### src/rtl/cnn_sched_pkg.sv
// cnn_sched_pkg: state encoding and default parameters shared by the layer read scheduler
package cnn_sched_pkg;
  typedef enum logic [2:0] {IDLE, START, WAIT, READY, ERROR} state_t;
  localparam int DEF_NUM_LAYERS = 4;
  localparam int DEF_TIMEOUT_CYCLES = 1048576;
  localparam int DEF_ADDR_W = 32;
  localparam int DEF_DATA_W = 4;
  localparam int DEF_RD_LAT = 1;
endpackage

### src/rtl/rr_arbiter2.sv
// rr_arbiter2: two-requester round-robin grant with a pointer that favours A after reset
module rr_arbiter2 (
  input  logic clk,
  input  logic reset,
  input  logic en,
  input  logic req_a,
  input  logic req_b,
  output logic gnt_a,
  output logic gnt_b
);
  logic fav_b;
  // contention goes to whoever was not granted last; a lone request wins outright
  always_comb begin
    gnt_a = en && req_a && (!req_b || !fav_b);
    gnt_b = en && req_b && (!req_a || fav_b);
  end
  // pointer only moves when a grant is actually issued
  always_ff @(posedge clk)
    if (reset) fav_b <= 1'b0;
    else if (gnt_a || gnt_b) fav_b <= gnt_a;
endmodule

### src/rtl/layer_read_scheduler.sv
// layer_read_scheduler: sequences CNN layer stages, then arbitrates reads of the final layer's buffer
module layer_read_scheduler import cnn_sched_pkg::*; #(
  parameter int NUM_LAYERS     = DEF_NUM_LAYERS,
  parameter int TIMEOUT_CYCLES = DEF_TIMEOUT_CYCLES,
  parameter int ADDR_W         = DEF_ADDR_W,
  parameter int DATA_W         = DEF_DATA_W,
  parameter int RD_LAT         = DEF_RD_LAT
) (
  input  logic                  clk,
  input  logic                  reset,
  input  logic                  run,
  output logic                  busy,
  output logic                  ready,
  output logic                  err,
  output logic [NUM_LAYERS-1:0] layer_start,
  input  logic [NUM_LAYERS-1:0] layer_done,
  input  logic                  req_a,
  input  logic [ADDR_W-1:0]     addr_a,
  input  logic                  req_b,
  input  logic [ADDR_W-1:0]     addr_b,
  output logic                  gnt_a,
  output logic                  gnt_b,
  output logic [ADDR_W-1:0]     rd_addr,
  input  logic [DATA_W-1:0]     rd_data,
  output logic [DATA_W-1:0]     rdata,
  output logic                  rvalid_a,
  output logic                  rvalid_b
);
  localparam int IW = NUM_LAYERS > 1 ? $clog2(NUM_LAYERS) : 1;
  localparam int CW = $clog2(TIMEOUT_CYCLES + 1);
  state_t state, state_n;
  logic [IW-1:0] idx, idx_n;
  logic [CW-1:0] cnt, cnt_n;
  logic [RD_LAT-1:0] pipe_a, pipe_b;
  logic done_cur, last, timed_out, rd_en;
  assign done_cur = layer_done[idx];
  assign last = idx == IW'(NUM_LAYERS - 1);
  // the error lands on the edge where the counter would reach TIMEOUT_CYCLES-1,
  // so err is visible exactly TIMEOUT_CYCLES cycles after the start pulse
  assign timed_out = 32'(cnt) + 32'd1 >= 32'(TIMEOUT_CYCLES - 1);
  assign rd_en = state == READY;
  // next-state, layer index and timeout counter
  always_comb begin
    state_n = state;
    idx_n = idx;
    cnt_n = cnt;
    case (state)
      IDLE, READY, ERROR: if (run) begin
        state_n = START;
        idx_n = '0;
      end
      START: begin
        state_n = WAIT;
        cnt_n = '0;
      end
      WAIT: if (done_cur) begin
        state_n = last ? READY : START;
        idx_n = last ? idx : idx + 1'b1;
      end else if (timed_out) state_n = ERROR;
      else cnt_n = cnt + 1'b1;
      default: state_n = IDLE;
    endcase
  end
  // status outputs decode directly from the state
  always_comb begin
    busy = state == START || state == WAIT;
    ready = state == READY;
    err = state == ERROR;
    layer_start = state == START ? NUM_LAYERS'(1) << idx : '0;
  end
  // sequencer state register
  always_ff @(posedge clk)
    if (reset) begin
      state <= IDLE;
      idx <= '0;
      cnt <= '0;
    end else begin
      state <= state_n;
      idx <= idx_n;
      cnt <= cnt_n;
    end
  rr_arbiter2 u_arb (
    .clk  (clk),
    .reset(reset),
    .en   (rd_en),
    .req_a(req_a),
    .req_b(req_b),
    .gnt_a(gnt_a),
    .gnt_b(gnt_b)
  );
  // read pipeline: per-requester valid tags follow the address through the RAM latency
  always_ff @(posedge clk)
    if (reset) begin
      rd_addr <= '0;
      pipe_a <= '0;
      pipe_b <= '0;
      rdata <= '0;
      rvalid_a <= 1'b0;
      rvalid_b <= 1'b0;
    end else begin
      if (gnt_a || gnt_b) rd_addr <= gnt_a ? addr_a : addr_b;
      pipe_a <= (pipe_a << 1) | RD_LAT'(gnt_a);
      pipe_b <= (pipe_b << 1) | RD_LAT'(gnt_b);
      if (pipe_a[RD_LAT-1] || pipe_b[RD_LAT-1]) rdata <= rd_data;
      rvalid_a <= pipe_a[RD_LAT-1];
      rvalid_b <= pipe_b[RD_LAT-1];
    end
endmodule

### config.mk
export PLATFORM = sky130hd
export DESIGN_NAME = layer_read_scheduler
export DESIGN_NICKNAME = d
export VERILOG_FILES = /design/src/rtl/cnn_sched_pkg.sv /design/src/rtl/rr_arbiter2.sv /design/src/rtl/layer_read_scheduler.sv
export SDC_FILE = /design/constraint.sdc
export NUM_CORES = 1
export LEC_CHECK = 0
export CORE_MARGIN = 4
export CORE_UTILIZATION = 49
export DETAILED_ROUTE_END_ITERATION = 16
export GPL_ROUTABILITY_DRIVEN = 0
export PLACE_DENSITY = 0.93
export SLEW_MARGIN = 10
export SYNTH_ARGS = -nofsm -noshare
export SYNTH_HDL_FRONTEND = slang
export SYNTH_SLANG_ARGS = --single-unit
export TNS_END_PERCENT = 10
### constraint.sdc
create_clock -name clk -period 6 [get_ports clk]
set_input_delay 1.2 -clock clk [delete_from_list [all_inputs] [get_ports clk]]
set_output_delay 1.2 -clock clk [all_outputs]
set_load 0.01 [all_outputs]
=== Word level (Yosys, flattened, before mapping) ===
Index checks and enable logic that the tools add are counted.

* Magnitude comparators: 2
* Reductions and logical operators: 19
* Div/mod/pow operators: 0
* Muxes and demuxes: 16
* Add/sub/neg operators: 3
* Shift operators: 1
* Bitwise logic cells: 0
* $mul: 0
* Equal/unequal tests: 11

{| class="wikitable"
|+ Operator list
! cell !! number
|-
| $mux W21 || 2
|-
| $pmux W21 S2 || 1
|-
| $mux W32 || 1
|-
| $add A21 B1 Y22 const B || 1
|-
| $ge A22 B20 Y1 const B || 1
|-
| $add A21 B1 Y21 const B || 1
|-
| $ne A2 B2 Y1 const B || 5
|-
| $mux W3 || 3
|-
| $pmux W3 S3 || 1
|-
| $mux W2 || 4
|-
| $eq A3 B2 Y1 const B || 2
|-
| $logic_or A1 B1 Y1 || 5
|-
| $logic_and A1 B1 Y1 || 4
|-
| $mux W4 || 1
|-
| $pmux W2 S2 || 1
|-
| $reduce_and A4 Y1 || 1
|-
| $reduce_bool A2 Y1 || 2
|-
| $shl A1 B2 Y4 const A || 1
|-
| $eq A3 B1 Y1 const B || 1
|-
| $eq A3 B3 Y1 const B || 1
|-
| $logic_not A1 Y1 || 3
|-
| $logic_not A3 Y1 || 1
|-
| $lt A2 B3 Y1 const B || 1
|-
| $ne A3 B3 Y1 const B || 1
|-
| 7 further kinds || 7
|}

* Bits in writable memories: 0
* Input port bits: 77
* Bits in registers: 67
* Memories: 0
* Logic and storage cells: 62
* Memory bits (read-only): 0
* Bits in latches: 0

=== Logic depth before layout (Yosys ltp) ===
* Depth in word-level cells: 5
* Mapped depth: 10
* Depth with buffers taken out: 8

=== Cells and area by module ===
Synthesis repeated with hierarchy kept, for this count alone.

* Cell total of the unflattened synthesis: 446
* Area, all modules: 3648.5 sq um

{| class="wikitable"
|+ By module, submodules not included
! module !! instances !! cells each !! area an instance (sq um)
|-
| layer_read_scheduler || 1 || 438 || 3593.4
|-
| rr_arbiter2 || 1 || 8 || 55.1
|}

=== Least setup slack after synthesis ===
OpenSTA, ideal clock, no wires.

* Path type: input-to-output
* Start: input port req_b
* End: output port gnt_a
* Setup slack: 2.764 ns
* Path buffers: 2
* Stages on the path: 5
* Data arrival time: 2.036 ns
* Cell sequence: nand2_1 nand3_1 buf_1 buf_1 inv_1

* Word-level cells in the longest chain between the ends: 3

{| class="wikitable"
|+ RTL lines
! what !! RTL line !! RTL
|-
| start, declared || layer_read_scheduler.sv:19 || <nowiki>input logic req_b,</nowiki>
|-
| $logic_not A1 Y1 || rr_arbiter2.sv:14 || <nowiki>gnt_a = en && req_a && (!req_b || !fav_b);</nowiki>
|-
| $logic_or A1 B1 Y1 || rr_arbiter2.sv:14 ||
|-
| $logic_and A1 B1 Y1 || rr_arbiter2.sv:14 ||
|-
| end, declared || layer_read_scheduler.sv:21 || <nowiki>output logic gnt_a,</nowiki>
|}

No other way between the ends.

=== Worst setup path after layout ===
Same ends and word-level chain as after synthesis.

==> reports/qor.yml <==
drv_cap: 0
required_ns: 4.80
io-pin-count: 124
ant_nets: 0
drt-vias-per-instance: 5.871
fillers: 479
setup_viol: 0
grt-ovfl-total: 0
post_cts_resized: 0
clk_pin_slew_ns: 0.07
first_global_vias: 3738
slew_violations: 0
drt_iter0_markers: 272
drc: 0
fmax_mhz: 243.1
tns_ns: 0
dr.pass1.iters: 5
synthArstFlopShare_pct: 0
grt_max_degree: 70
core_area_um2: 6869
tightest_slew_ns: 0.6311
grt_pass1_wl_um: 17370
hp-class: "flop to flop"
final_min_period_over_clock_period_pct: 68.55
cts.path.max_buffers: 2
ys_ff_latch: 67
gr-usage-all-layers_pct: 25.01
synth.distinct_cells: 52
fin_util_pct: 72.37
worstSetupPathType: "primary input to output port"
synth_edf_count: 0
cts_setup_buffers: 0
met1_usage_pct: 28.03
cellPowerDensity_nw_per_um2: 199.9
critical_path.cell_chain: "clkdlybuf4s50_1, nand2_1, nand3_2, buf_4, inv_1, clkdlybuf4s50_1"
clock-sinks: 67
worst_slack_ns: 1.887
drive_above_1_share_pct: 6.195
wirelength_um: 10950
slew_headroom_pct: 57.93
syn_inst: 453
ys.flop_type: "dfxtp_1"
status: "completed"
synth_area_per_cell_um2: 7.712
die_w_um: 92.44
finClkSkew_ns: 0.007365
finalPower_w: 0.0009939
crit_top_cell: "clkdlybuf4s50_1"
power.leakage_nw: 1.665
initial_utilization_pct: 50.86
die_area_um2: 8544
netlist_area_um2: 3493
hold_buffers: 0
hold_violations: 0
dp_hpwl_um: 7852
multi_input_area_um2: 1981
top_usage_layer: "met2"
final_nets: 643
cts_tree: "built"
seq_area_um2: 1341
wire_per_inst_um: 16.56
io_buffers: 123
syn2layout_area_growth_pct: 42.30
critPathLaunchType: "primary input"
die-height_um: 92.44
cp.buffers_inverters: 4
vdd.ir_drop.worst_mv: 0.1206
antenna_found_initial: 0
cp_slowest_cell: "clkdlybuf4s50_1"
num_rows: 30
cts_buffers: 9
min_period_ns: 4.113
clkLatencyLatePin_ns: 0.34
via_count: 3881
use_met3_pct: 8.042
place_ws_ns: 1.909
ys_seq_area_share_pct: 38.40
synth_nets: 536
crit_family: "buffers and inverters"
cts-root-buf: "clkbuf_8"
use_met2_pct: 43.93
setup.worst_path.end_class: "output port"
ys_warn_count: 0
worstPathArrival_ns: 2.91
slowest_delay_ns: 0.50
diodes: 0
htree_levels: 3
critical_path.max_fanout: 67
rsz0062_at_grt: "no"
==> flip-flops by register name, summed over array words and instances (netlist names), 2 cells and up <==
signal / count
cnt: 21
rd_addr: 32
idx: 2
rdata: 4
state: 3
==> cells in the final DEF (no fill, tap or decap), types with 3 or more instances in the layout <==
master / synthesis / layout
a31oi_1: 6 / 6
nand3_1: 13 / 12
nand4_1: 6 / 6
a21oi_1: 30 / 30
nand2_1: 88 / 88
o21ai_0: 18 / 18
and3_1: 6 / 6
nor3_1: 7 / 7
and2_1: 8 / 8
buf_4: 4 / 3
nor2b_1: 3 / 3
ha_1: 6 / 6
nand2b_1: 4 / 4
and4_1: 4 / 4
clkdlybuf4s50_1: 0 / 122
a311oi_1: 36 / 36
clkbuf_8: 0 / 10
or3_1: 7 / 7
xnor2_1: 5 / 5
or4_1: 6 / 6
inv_1: 9 / 9
nor2_1: 64 / 64
dfxtp_1: 67 / 67
==> worst min-delay path, stage by stage (launching register included) <==
cell and delay (ns):
dfxtp_1 0.31, nand2_1 0.05, a21oi_1 0.06
==> synth_stat cells, types with 2 or more instances <==
library cell,instances,share of area (%)
a31oi_1,6,1.1
or3_1,7,1.3
nand4_1,6,1.1
dfxtp_1,67,38
and2_1,8,1.4
and3_1,6,1.1
a21oi_1,30,4.3
and4_1,4,1.0
nand2b_1,4,0.72
nor3_1,7,1.0
or3b_2,2,0.50
buf_1,6,0.64
nor2b_1,3,0.54
nand2_1,88,9.5
xnor2_1,5,1.3
nand3_1,13,1.9
a311oi_1,36,9.0
buf_4,4,0.86
o21ai_0,18,2.6
inv_1,9,0.97
buf_2,3,0.43
clkbuf_1,17,1.8
ha_1,6,2.1
or4_1,6,1.3
a41oi_1,2,0.50
nor2_1,64,6.9
==> per-stage QoR <==
step | area, um2 | cells | hold slack [ns]
after CTS | 4951 | 660 | 0.4766
after global placement | 4725 | 644 | 0.4535
after detailed placement | 4725 | 644 | 0.4673
after floorplan | 3493 | 453 | 0.4445
after global routing | 4971 | 661 | 0.5008
final | 4971 | 661 | 0.4712
==> power by group <==
group	internal, W	switching [W]	total [W]
Clock	0.000245	0.000176	0.000421
Combinational	0.0000678	0.0000490	0.000117
Sequential	0.000451	0.00000551	0.000456
==> layer usage <==
metal	vias to the layer above	share of wire, %
met2	180	51
met1	1844	38
li1	1834	-
met4	0	2.2
met5	-	0
met3	23	9.0
==> logic make-up after synthesis <==
kind of cell | count (synthesis) | synth area share [%]
multiplexers | 2 | 1.074
AND/OR/NAND/NOR | 229 | 31.16
adder cells (fa/ha/maj) | 6 | 2.149
AO/OA/AOI/OAI | 103 | 20.67
buffers and inverters | 40 | 5.050
flip-flops | 67 | 38.40
XOR/XNOR | 6 | 1.504
==> area by class of cell <==
| class | instances | area share (%) |
|---|---|---|
| clock buffers | 10 | 2.769 |
| clock inverters | 6 | 1.787 |
| inverters | 9 | 0.6796 |
| multi-input cells | 346 | 39.84 |
| flip-flops and latches | 67 | 26.98 |
| well taps | 96 | 2.416 |
| repair buffers | 127 | 25.52 |
==> path summary, 6_finish.rpt <==
check	cells past startpoint	endpoint	start	slack, ns
worst max-delay path	6	gnt_a	req_b	1.89
worst min-delay path	2	rdata[0]$_SDFFE_PP0P_	rdata[0]$_SDFFE_PP0P_	0.47
worst max register to register	8	cnt[8]$_SDFFE_PP0P_	cnt[1]$_SDFFE_PP0P_	2.87
worst min register to register	2	rdata[0]$_SDFFE_PP0P_	rdata[0]$_SDFFE_PP0P_	0.47
Power figures use the tool's default switching activity.
